**src/rtl/udp_sample_framer.sv**
```systemverilog
// udp_sample_framer
// Packs a stream of 32-bit IQ samples into Ethernet/IPv4/UDP frames.
// Each frame has a 42-byte header, then a 32-bit sequence number, then
// PAYLOAD_SAMPLES samples. Frames carry no preamble or FCS; the MAC adds
// those. Bytes are written one at a time into the MAC transmit FIFO.
//
// Ports
//   tx_clk        : sole clock, shared with the MAC write side
//   rstn          : asynchronous active-low reset
//   enable        : starts a frame when sampled high while idle
//   sample_data   : {I[15:0], Q[15:0]}
//   sample_valid  : sample_data is present
//   sample_rdy    : sample is taken when sample_valid & sample_rdy
//   tx_data       : byte to the MAC
//   tx_sop/tx_eop : first/last byte of a frame
//   tx_err        : always 0
//   tx_wren       : tx_data is valid
//   tx_rdy        : MAC accepts; a byte moves when tx_wren & tx_rdy
//   seq           : sequence number of the next or current frame
//   busy          : a frame is being built
module udp_sample_framer #(
    parameter logic [47:0] SRC_MAC         = 48'h020000000001,
    parameter logic [47:0] DST_MAC         = 48'hFFFFFFFFFFFF,
    parameter logic [31:0] SRC_IP          = 32'hC0A80164,
    parameter logic [31:0] DST_IP          = 32'hC0A80101,
    parameter logic [15:0] SRC_PORT        = 16'd5000,
    parameter logic [15:0] DST_PORT        = 16'd5001,
    parameter logic [7:0]  TTL             = 8'd64,
    parameter int          PAYLOAD_SAMPLES = 256
) (
    input  logic        tx_clk,
    input  logic        rstn,
    input  logic        enable,
    input  logic [31:0] sample_data,
    input  logic        sample_valid,
    output logic        sample_rdy,
    output logic [7:0]  tx_data,
    output logic        tx_sop,
    output logic        tx_eop,
    output logic        tx_err,
    output logic        tx_wren,
    input  logic        tx_rdy,
    output logic [31:0] seq,
    output logic        busy
);

    localparam int          UDP_LEN_I     = 12 + 4 * PAYLOAD_SAMPLES;
    localparam logic [15:0] UDP_LEN       = 16'(UDP_LEN_I);
    localparam logic [15:0] IP_LEN        = 16'(UDP_LEN_I + 20);
    localparam logic [9:0]  LAST_SAMPLE   = 10'(PAYLOAD_SAMPLES);
    localparam logic [10:0] LAST_HDR_BYTE = 11'd45;

    typedef enum logic [2:0] {
        IDLE,
        CSUM_SUM,
        CSUM_FOLD,
        HEADER,
        PAYLOAD
    } state_t;

    state_t      state_q;
    logic [10:0] byteIdx_q;
    logic [1:0]  phase_q;
    logic        holdFull_q;
    logic [31:0] hold_q;
    logic [9:0]  loaded_q;
    logic [31:0] seq_q;
    logic [31:0] sum_q;
    logic [15:0] csum_q;

    logic [367:0] header;
    logic [5:0]   revIdx;
    logic [8:0]   bitPos;
    logic [7:0]   hdrByte;
    logic [7:0]   payByte;
    logic         xfer;
    logic         lastByte;
    logic         loadSample;
    logic [16:0]  fold1;
    logic [15:0]  fold2;

    // Output decode from registered state. The header is one big-endian
    // vector, and the byte index picks one byte from it. The holding register
    // may reload in the same cycle as its last byte goes out, so a steady
    // source keeps the MAC fed with no bubble.
    always_comb begin
        header = {DST_MAC, SRC_MAC, 16'h0800,
                  16'h4500, IP_LEN, seq_q[15:0], 16'h4000, TTL, 8'h11, csum_q,
                  SRC_IP, DST_IP,
                  SRC_PORT, DST_PORT, UDP_LEN, 16'h0000,
                  seq_q};
        revIdx  = 6'd45 - byteIdx_q[5:0];
        bitPos  = {revIdx, 3'b000};
        hdrByte = header[bitPos +: 8];

        case (phase_q)
            2'd0:    payByte = hold_q[31:24];
            2'd1:    payByte = hold_q[23:16];
            2'd2:    payByte = hold_q[15:8];
            default: payByte = hold_q[7:0];
        endcase

        tx_wren = (state_q == HEADER) || (state_q == PAYLOAD && holdFull_q);
        tx_data = 8'h00;
        if (state_q == HEADER) begin
            tx_data = hdrByte;
        end else if (state_q == PAYLOAD && holdFull_q) begin
            tx_data = payByte;
        end

        tx_sop     = (state_q == HEADER) && (byteIdx_q == 11'd0);
        lastByte   = (state_q == PAYLOAD) && holdFull_q && (phase_q == 2'd3) &&
                     (loaded_q == LAST_SAMPLE);
        tx_eop     = lastByte;
        xfer       = tx_wren && tx_rdy;
        sample_rdy = (state_q == PAYLOAD) && (loaded_q < LAST_SAMPLE) &&
                     (!holdFull_q || (phase_q == 2'd3 && tx_rdy));
        loadSample = sample_rdy && sample_valid;

        // The sum of ten 16-bit words fits in 20 bits, so two folds always
        // absorb every carry.
        fold1 = {1'b0, sum_q[31:16]} + {1'b0, sum_q[15:0]};
        fold2 = fold1[15:0] + {15'd0, fold1[16]};

        tx_err = 1'b0;
        busy   = (state_q != IDLE);
        seq    = seq_q;
    end

    // Frame sequencer. It computes the IPv4 checksum first, then steps
    // through the header bytes, then streams the payload from the holding
    // register. Any stall from the MAC freezes the index and the phase.
    always_ff @(posedge tx_clk or negedge rstn) begin
        if (!rstn) begin
            state_q    <= IDLE;
            byteIdx_q  <= 11'd0;
            phase_q    <= 2'd0;
            holdFull_q <= 1'b0;
            hold_q     <= 32'd0;
            loaded_q   <= 10'd0;
            seq_q      <= 32'd0;
            sum_q      <= 32'd0;
            csum_q     <= 16'd0;
        end else begin
            case (state_q)
                IDLE: begin
                    if (enable) begin
                        state_q <= CSUM_SUM;
                    end
                end
                CSUM_SUM: begin
                    sum_q <= 32'h4500 + {16'd0, IP_LEN} + {16'd0, seq_q[15:0]} +
                             32'h4000 + {16'd0, TTL, 8'h11} +
                             {16'd0, SRC_IP[31:16]} + {16'd0, SRC_IP[15:0]} +
                             {16'd0, DST_IP[31:16]} + {16'd0, DST_IP[15:0]};
                    state_q <= CSUM_FOLD;
                end
                CSUM_FOLD: begin
                    csum_q    <= ~fold2;
                    byteIdx_q <= 11'd0;
                    state_q   <= HEADER;
                end
                HEADER: begin
                    if (tx_rdy) begin
                        if (byteIdx_q == LAST_HDR_BYTE) begin
                            state_q    <= PAYLOAD;
                            phase_q    <= 2'd0;
                            loaded_q   <= 10'd0;
                            holdFull_q <= 1'b0;
                        end else begin
                            byteIdx_q <= byteIdx_q + 11'd1;
                        end
                    end
                end
                PAYLOAD: begin
                    if (xfer) begin
                        if (phase_q == 2'd3) begin
                            phase_q <= 2'd0;
                            if (lastByte) begin
                                state_q    <= IDLE;
                                seq_q      <= seq_q + 32'd1;
                                holdFull_q <= 1'b0;
                            end else if (!loadSample) begin
                                holdFull_q <= 1'b0;
                            end
                        end else begin
                            phase_q <= phase_q + 2'd1;
                        end
                    end
                    if (loadSample) begin
                        hold_q     <= sample_data;
                        holdFull_q <= 1'b1;
                        loaded_q   <= loaded_q + 10'd1;
                    end
                end
                default: state_q <= IDLE;
            endcase
        end
    end

endmodule

```
**config.mk**
```make
export PLATFORM = sky130hd
export DESIGN_NAME = udp_sample_framer
export DESIGN_NICKNAME = d
export VERILOG_FILES = /design/src/rtl/udp_sample_framer.sv
export SDC_FILE = /design/constraint.sdc
export NUM_CORES = 1
export LEC_CHECK = 0
export ABC_CLOCK_PERIOD_IN_PS = 7900
export CAP_MARGIN = 5
export CORE_UTILIZATION = 40
export CTS_BUF_LIST = sky130_fd_sc_hd__clkbuf_16
export CTS_CLUSTER_DIAMETER = 50
export CTS_CLUSTER_SIZE = 20
export DETAILED_ROUTE_END_ITERATION = 8
export MAX_ROUTING_LAYER = met4
export SYNTH_ARGS = -nofsm -noshare
export SYNTH_HDL_FRONTEND = slang
export SYNTH_SLANG_ARGS = --single-unit
```
**constraint.sdc**
```tcl
create_clock -name tx_clk -period 7.9 [get_ports tx_clk]
set_clock_uncertainty 0.2 [all_clocks]
set_input_delay 0.79 -clock tx_clk [delete_from_list [all_inputs] [get_ports tx_clk]]
set_output_delay 0.79 -clock tx_clk [all_outputs]
set_load 0.005 [all_outputs]
```
==> results of run 1 <==
layout by cell type, fill, tap and decap left out, types with 22 or more instances in the layout:
master	Yosys	layout
nand2_1	190	190
dfrtp_1	125	125
clkdlybuf4s50_1	0	80
o21ai_0	63	63
nor2_1	56	56
xnor2_1	45	45
xor2_1	31	31
nand3_1	26	26
a21oi_1	25	25
inv_1	21	22
ha_1	22	22
sequential cells by signal, indices dropped and copies added, names as in the netlist:
signal,flops
hold_q,32
byteIdx_q,11
state_q,3
csum_q,16
sum_q,18
phase_q,2
loaded_q,10
seq,32
holdFull_q,1
metrics by stage:
stage	setup slack (ns)	hold slack, ns	utilization
4_1_cts	2.70	0.0866	0.488
6_report	2.64	0.0807	0.488
2_1_floorplan	4.76	0.239	-
3_3_place_gp	3.19	0.258	0.456
5_1_grt	2.44	0.107	0.488
3_5_place_dp	3.16	0.262	0.456
layout make-up:
cell class	count	area share
clock buffers	17	0.0468
clock inverters	15	0.0188
inverters	22	0.00908
multi-input cells	667	0.455
flip-flops and latches	125	0.344
well taps	234	0.0322
repair buffers	87	0.0938
worst paths after layout:
kind	to	cells past startpoint	slack, ns
max	tx_data[2]	9	2.64
min	hold_q[21]	1	0.08
max reg2reg	byteIdx_q[4]	8	3.73
min reg2reg	hold_q[1]	2	0.27
max in group asynchronous	byteIdx_q[5]	2	6.43
min in group tx_clk	hold_q[1]	2	0.27
routing by layer:
| metal | part of all wire | vias up | wire length [um] |
|---|---|---|---|
| li1 | - | 3163 | - |
| met1 | 0.49 | 3149 | 10300 |
| met2 | 0.46 | 127 | 9640 |
| met3 | 0.041 | 27 | 861 |
| met4 | 0.015 | 0 | 318 |
| met5 | 0 | - | 0 |
where the power goes:
part           internal [mW]  switching (mW)
clock network          0.495           0.305
registers              0.714           0.104
logic                  0.401           0.525
kinds of logic after synthesis:
kind of cell / Yosys count
and+or+nand+nor: 384
other: 1
adders and majority gates: 23
DFF: 125
xor gates and xnor gates: 76
buffers and inverters: 81
AOI/OAI and AO/OA: 162
muxes: 21
critical path, cell delays in order (launching register included):
cell and delay, ns:
dfrtp_1 0.96, ha_1 0.33, inv_1 0.06, ha_1 0.87, nor2_1 0.17, a221o_1 0.33, o311ai_0 0.14, o41ai_1 0.20
a221o_1 0.32, clkdlybuf4s50_1 0.47
==> impl_metrics.ini, run 1 <==
[status]
status = finished, violations left
violations = DRC

[placement]
place.gp.congestion = 0.915
dp.cells = 1135
port-buffer-count = 81
post_dp_cell_area_um2 = 8500
hpwl_um = 15100

[timing]
tightest_slew_ns = 1.09
setup_viol = 0
drv_slew = 0
maxSlewHeadroom = 0.271
tns_ns = 0
rsz0062_at_grt = no
hold_viol = 0
period_share = 0.666
fmax_mhz = 190
min_period_ns = 5.26

[clock_tree]
ctsRootBufferMaster = clkbuf_16
clk_pin_slew_ns = 0.06
cts.sinks = 125
h-tree-depth = 4
clk_latency_ns = 0.43
cts_max_path_buffers = 2
cts_tree = done
post_cts_buffers = 0
cts_hold_buf = 0
cts_buffers = 17
ctsResizeCount = 0

[floorplan]
start_util = 0.408
fp.dieH_um = 140
die_x_um = 140
rows = 50
dieArea_um2 = 19600
ioPinCount = 83
core_um2 = 18600

[power]
powerDensity_nw_per_um2 = 280
peakVddDrop_v = 0.000173
total_power_mw = 2.54
p_leak_nw = 4.01

[job]
cap_violations = 0

[synth]
synth_top_area_frac = 0.411
synth.distinct_cells = 73
yosys.area.top_type = dfrtp_1
synthFlopType = dfrtp_1
synth_area_leaders = dfrtp_1 (41%), nand2_1 (9.4%), xnor2_1 (5.2%), o21ai_0 (4.1%), ha_1 (3.6%)
synth_top_family_by_area = simple AND/OR/NAND/NOR gates
synth_compound_area_frac = 0.141
ys_ff_latch = 125
synth_most_common_cell = nand2_1
synthSimpleGateAreaFrac = 0.240
syn_nets = 933
ys_seq_area_frac = 0.411
ys_warn_count = 0
ys_async_sr_fraction = 1.00
syn-cell-area_um2 = 7600
synth_edf_count = 0
synthAdderAreaFrac = 0.0388
postSynthCellCount = 873
synth_xor_area_frac = 0.0875
synth_mux_area_frac = 0.0365
avgSynthCellArea_um2 = 8.71
ys_top_cells_by_count = nand2_1 (190), dfrtp_1 (125), o21ai_0 (63)

[setup_path]
critPathArrivalTime_ns = 4.27
timing.rr.start = byteIdx_q[1]
critPathLaunchType = flip-flop
crit_start = byteIdx_q[1]
crit_type = reg -> out
critPathRequiredTime_ns = 6.91
end_kind = output port
path_max_fanout = 31

[global_route]
antenna_found_initial = 0
grt_max_degree = 52
use_met1 = 0.326
grt_first_pass_wirelength_um = 34100
use_met2 = 0.338
grt_pass1_vias = 6135
met3_usage = 0.0382
grt_overflow_total = 0
grt_usage = 0.231
busiest_layer = met2

[hold_path]
hold_path.class = in -> async

[finish]
nFillCells = 1836
multi_input_area_um2 = 4140
drive_gt1_frac = 0.0632
num_antenna_cells = 0
regArea_um2 = 3130
final_cells = 1167
area_growth_pct = 19.6
final_area_um2 = 9090
finish.net_count = 980

[routing]
postRouteAntennaNets = 0
first_pass_iters = 9
via_count = 6466
viasPerCell = 5.54
wl_per_cell_um = 18.1
first_iter_violations = 471
wirelength_um = 21100
drc = 1
No activity file was read; power rests on OpenSTA's default activity.
==> run 2, diff against run 1 <==
ABC_CLOCK_PERIOD_IN_PS = 5200   (was 7900)
clock period = 5.2 ns   (was 7.9 ns; I/O delays follow)
==> run 2 against run 1 <==
Compared with the run above:
- the flow finishes with violations (DRC, hold timing)
- worst hold slack got worse by 0.11 ns
- sequential power rose by 50%
- core utilization rose by 0.20 points
- final area rose by 0.41%
- largest cell class unchanged
- setup slack got worse by 1.7 ns
- sequential share of layout area fell by 0.14 points
- first-iteration DRC count rose by 1.5%
- die area did not move
- critical endpoint unchanged
- cell count did not move
- count of clock-buffer cells in the layout did not move
==> impl_metrics.ini, run 2 (synthesis gave the netlist of run 1 again) <==
[global_route]
antenna_found_initial = 0
grt_pass1_vias = 5939
busiest_layer = met2
use_met2 = 0.327
use_met1 = 0.322
grt_usage = 0.227
grt_first_pass_wirelength_um = 33200
grt_max_degree = 63
grt_overflow_total = 0
met3_usage = 0.0365

[timing]
finalHoldWorstSlack_ns = -0.0332
period_share = 0.823
maxSlewHeadroom = 0.217
rsz0062_at_grt = no
tns_ns = 0
tightest_slew_ns = 1.17
drv_slew = 0
fmax_mhz = 234
setup_viol = 0
min_period_ns = 4.28
hold_viol = 20

[floorplan]
start_util = 0.408
core_um2 = 18600
die_x_um = 140
rows = 50
ioPinCount = 83
dieArea_um2 = 19600
fp.dieH_um = 140

[finish]
area_growth_pct = 20.1
final_common_cell = nand2_1
final_area_um2 = 9130
drive_gt1_frac = 0.0654
mostFrequentLayoutCells = nand2_1 (190), dfrtp_1 (125), clkdlybuf4s50_1 (80)
finish.net_count = 981
num_antenna_cells = 0

[power]
total_power_mw = 3.92
seqPwrFrac = 0.313
internal-power_mw = 2.54
powerDensity_nw_per_um2 = 430
peakVddDrop_v = 0.000295
power_frac_comb = 0.361
power.switching_mw = 1.39
p_leak_nw = 4.03
sw_frac_of_total = 0.354
p_clk_frac = 0.326

[status]
status = finished, violations left
violations = DRC, hold timing

[placement]
post_dp_cell_area_um2 = 8500
place.gp.congestion = 0.899
hpwl_um = 14700
port-buffer-count = 81

[clock_tree]
cts_buffers = 17
post_cts_buffers = 0
cts_max_path_buffers = 2
clk_latency_ns = 0.43
clk_pin_slew_ns = 0.06
ctsRootBufferMaster = clkbuf_16
cts.sinks = 125
cts_tree = done
ctsResizeCount = 0
h-tree-depth = 4
cts_hold_buf = 0

[setup_path]
critPathRequiredTime_ns = 4.48
critPathLaunchType = flip-flop
end_kind = output port
crit_type = reg -> out
path_max_fanout = 31
critPathArrivalTime_ns = 3.56

[routing]
viasPerCell = 5.53
first_iter_violations = 478
wirelength_um = 20600
postRouteAntennaNets = 0
drc = 1
first_pass_iters = 7
wl_per_cell_um = 17.7
via_count = 6451

[job]
cap_violations = 0

[hold_path]
hold_path.class = in -> async
[run 2: power groups by stage]
stage                     Clock, mW  Combinational (mW)  Sequential, mW
after floorplan                   0               0.945            1.16
after global placement            0                1.41            1.24
after detailed placement          0                1.40            1.24
after CTS                      1.31                1.40            1.23
after global routing           1.35                1.54            1.25
final                          1.28                1.42            1.23
[run 2: final cells by class]
| class | count | area [um2] |
|---|---|---|
| inverters | 22 | 82.6 |
| flip-flops and latches | 125 | 3130 |
| repair buffers | 88 | 861 |
| well taps | 234 | 293 |
| clock buffers | 17 | 425 |
| clock inverters | 14 | 201 |
| multi-input cells | 667 | 4140 |
| fillers | 1787 | 9510 |
[run 2: critical path: stages (launching register included)]
cell and delay, ns:
dfrtp_1 0.46, ha_1 0.24, inv_1 0.06, ha_1 0.84
nor2_1 0.16, a221o_1 0.33, o311ai_0 0.10, o41ai_1 0.14
a221o_1 0.32, clkdlybuf4s50_1 0.47
[run 2: final timing paths]
check                        endpoint         start  slack, ns  cells past startpoint
setup / recovery           tx_data[2]  byteIdx_q[2]       0.92                      9
hold / removal             hold_q[15]          rstn      -0.03                      1
setup reg to reg           csum_q[12]     sum_q[16]       1.49                     12
hold reg to reg             hold_q[0]     hold_q[0]       0.27                      2
max in group asynchronous     seq[22]          rstn       3.66                      2
min in group tx_clk         hold_q[0]     hold_q[0]       0.27                      2
[run 2: routing by layer]
metal | vias up | routed length (um)
li1 | 3163 | -
met1 | 3096 | 10000
met3 | 33 | 902
met4 | 0 | 385
met2 | 159 | 9320
met5 | - | 0
[run 2: metrics by stage]
| step | hold WS, ns | worst slack (ns) | util | std cells |
|---|---|---|---|---|
| 6_report | -0.0332 | 0.920 | 0.490 | 1167 |
| 5_1_grt | 0.0257 | 0.762 | 0.490 | 1167 |
| 4_1_cts | 0.0107 | 0.932 | 0.490 | 1167 |
| 3_5_place_dp | 0.262 | 1.40 | 0.456 | 1136 |
| 3_3_place_gp | 0.258 | 1.43 | 0.456 | 1136 |
| 2_1_floorplan | 0.0244 | 2.06 | - | 873 |
==> run 3, diff against run 2 <==
ABC_CLOCK_PERIOD_IN_PS = 3600   (was 5200)
clock period = 3.6 ns   (was 5.2 ns; I/O delays follow)
==> run 3 against run 2 <==
Compared with the run above:
- the flow finishes with violations (DRC)
- critical path depth up 1
- worst hold slack better by 0.30 ns
- sequential cell count unchanged
- cell count up 2.4%
- sequential power up 44%
- total power up 43%
- largest cell class unchanged
- largest power group unchanged
- highest routed layer unchanged
==> impl_metrics.ini, run 3 (synthesis gave the netlist of run 1 again) <==
[routing]
wl_per_cell_um = 17.8
wirelength_um = 21300
postRouteAntennaNets = 0
drc = 1
viasPerCell = 5.56
via_count = 6639
first_pass_iters = 7
first_iter_violations = 427

[clock_tree]
cts_tree = done
cts_buffers = 17
post_cts_buffers = 0
clk_latency_ns = 0.42
clk_pin_slew_ns = 0.05
cts.sinks = 125
ctsRootBufferMaster = clkbuf_16
h-tree-depth = 4
cts_max_path_buffers = 2

[finish]
multi_input_area_um2 = 4190
nFillCells = 1816
num_antenna_cells = 0
finish.net_count = 1010
mostFrequentLayoutCells = nand2_1 (190), dfrtp_1 (124), clkdlybuf4s50_1 (79)
final_common_cell = nand2_1
area_growth_pct = 22.5
regArea_um2 = 3130
drive_gt1_frac = 0.0957

[power]
peakVddDrop_v = 0.000415
p_leak_nw = 4.16
powerDensity_nw_per_um2 = 604

[global_route]
use_met2 = 0.344
grt_pass1_vias = 6335
use_met1 = 0.325
grt_first_pass_wirelength_um = 34400
grt_overflow_total = 0
busiest_layer = met2
grt_max_degree = 66
antenna_found_initial = 0
grt_usage = 0.233
met3_usage = 0.0372

[timing]
setup_viol = 0
tns_ns = 0
drv_slew = 0
min_period_ns = 3.51
worst_slack_ns = 0.0881
maxSlewHeadroom = 0.364
fmax_mhz = 285
period_share = 0.976
rsz0062_at_grt = no
hold_viol = 0
tightest_slew_ns = 0.952

[setup_path]
cp_common_cell = inv_1
cp_slowest_cell = clkdlybuf4s50_1
crit_chain = ha_1, inv_1, ha_4, buf_4, inv_1, o21ai_0, a221o_1, a32oi_1, o22ai_1, clkdlybuf4s50_1
path_max_fanout = 11
crit_type = reg -> out
end_kind = output port
critPathRequiredTime_ns = 3.04
critPathLaunchType = flip-flop
critPathArrivalTime_ns = 2.95
slowest_delay_ns = 0.48

[floorplan]
start_util = 0.408
fp.dieH_um = 140
dieArea_um2 = 19600
ioPinCount = 83
core_um2 = 18600
rows = 50
die_x_um = 140

[job]
cap_violations = 0

[status]
status = finished, violations left
violations = DRC

[placement]
port-buffer-count = 81
place.gp.congestion = 0.918
preCtsSetupSlack_ns = 0.132
hpwl_um = 15500

[hold_path]
hold_path.class = in -> reg
-- run 3: final timing paths --
check	start	to	slack, ns	cells after the start
max	byteIdx_q[1]	tx_data[7]	0.09	10
max in group asynchronous	rstn	seq[17]	1.95	3
min	sample_data[11]	hold_q[11]	0.27	3
min in group asynchronous	rstn	hold_q[15]	0.39	2
max reg2reg	sum_q[16]	csum_q[15]	0.33	11
min reg2reg	hold_q[1]	hold_q[1]	0.27	2
-- run 3: metrics by stage --
| stage | total power, mW | instances | hold WS, ns | instance area [um2] | util |
|---|---|---|---|---|---|
| final | 5.62 | 1195 | 0.268 | 9310 | 0.500 |
| after global routing | 5.92 | 1195 | 0.271 | 9310 | 0.500 |
| after CTS | 5.57 | 1195 | 0.258 | 9270 | 0.497 |
| after detailed placement | 3.99 | 1164 | 0.263 | 8730 | 0.468 |
| after global placement | 4.00 | 1164 | 0.259 | 8730 | 0.468 |
| after floorplan | 3.05 | 873 | -0.136 | 7600 | - |
-- run 3: where the power goes --
group	internal [mW]	leakage (nW)	switching (mW)
sequential	1.57	1.60	0.198
clock	0.917	0.260	0.604
combinational	1.07	2.30	1.26
total	3.56	4.16	2.07
-- run 3: layer usage --
layer / vias to the layer above / wire length [um]
met3: 34 / 977
li1: 3221 / -
met5: - / 0
met2: 169 / 9810
met1: 3215 / 10100
met4: 0 / 375
-- run 3: layout make-up --
cell class                      instances  area share
Timing Repair Buffer                  117       0.119
Sequential cell                       125       0.336
Clock inverter                         13     0.00940
Tap cell                              234      0.0314
Clock buffer                           17      0.0457
Inverter                               22     0.00887
Multi-Input combinational cell        667       0.450
-- run 3: worst max-delay path, delay by kind of cell, from the launching register on --
kind	cells	cell delay, ns
buffers and inverters	4	0.85
flip-flops	1	0.39
adder cells (fa/ha/maj)	2	0.48
AO/OA/AOI/OAI	4	0.81
-- run 3: what timing repair did --
item                                    4_1_cts  5_1_grt
endpoints found under the setup margin        5       13
gates resized for setup                       5       12
hold buffers                                  1        0
pin swaps                                     0        0
endpoints found under the hold margin        64        0
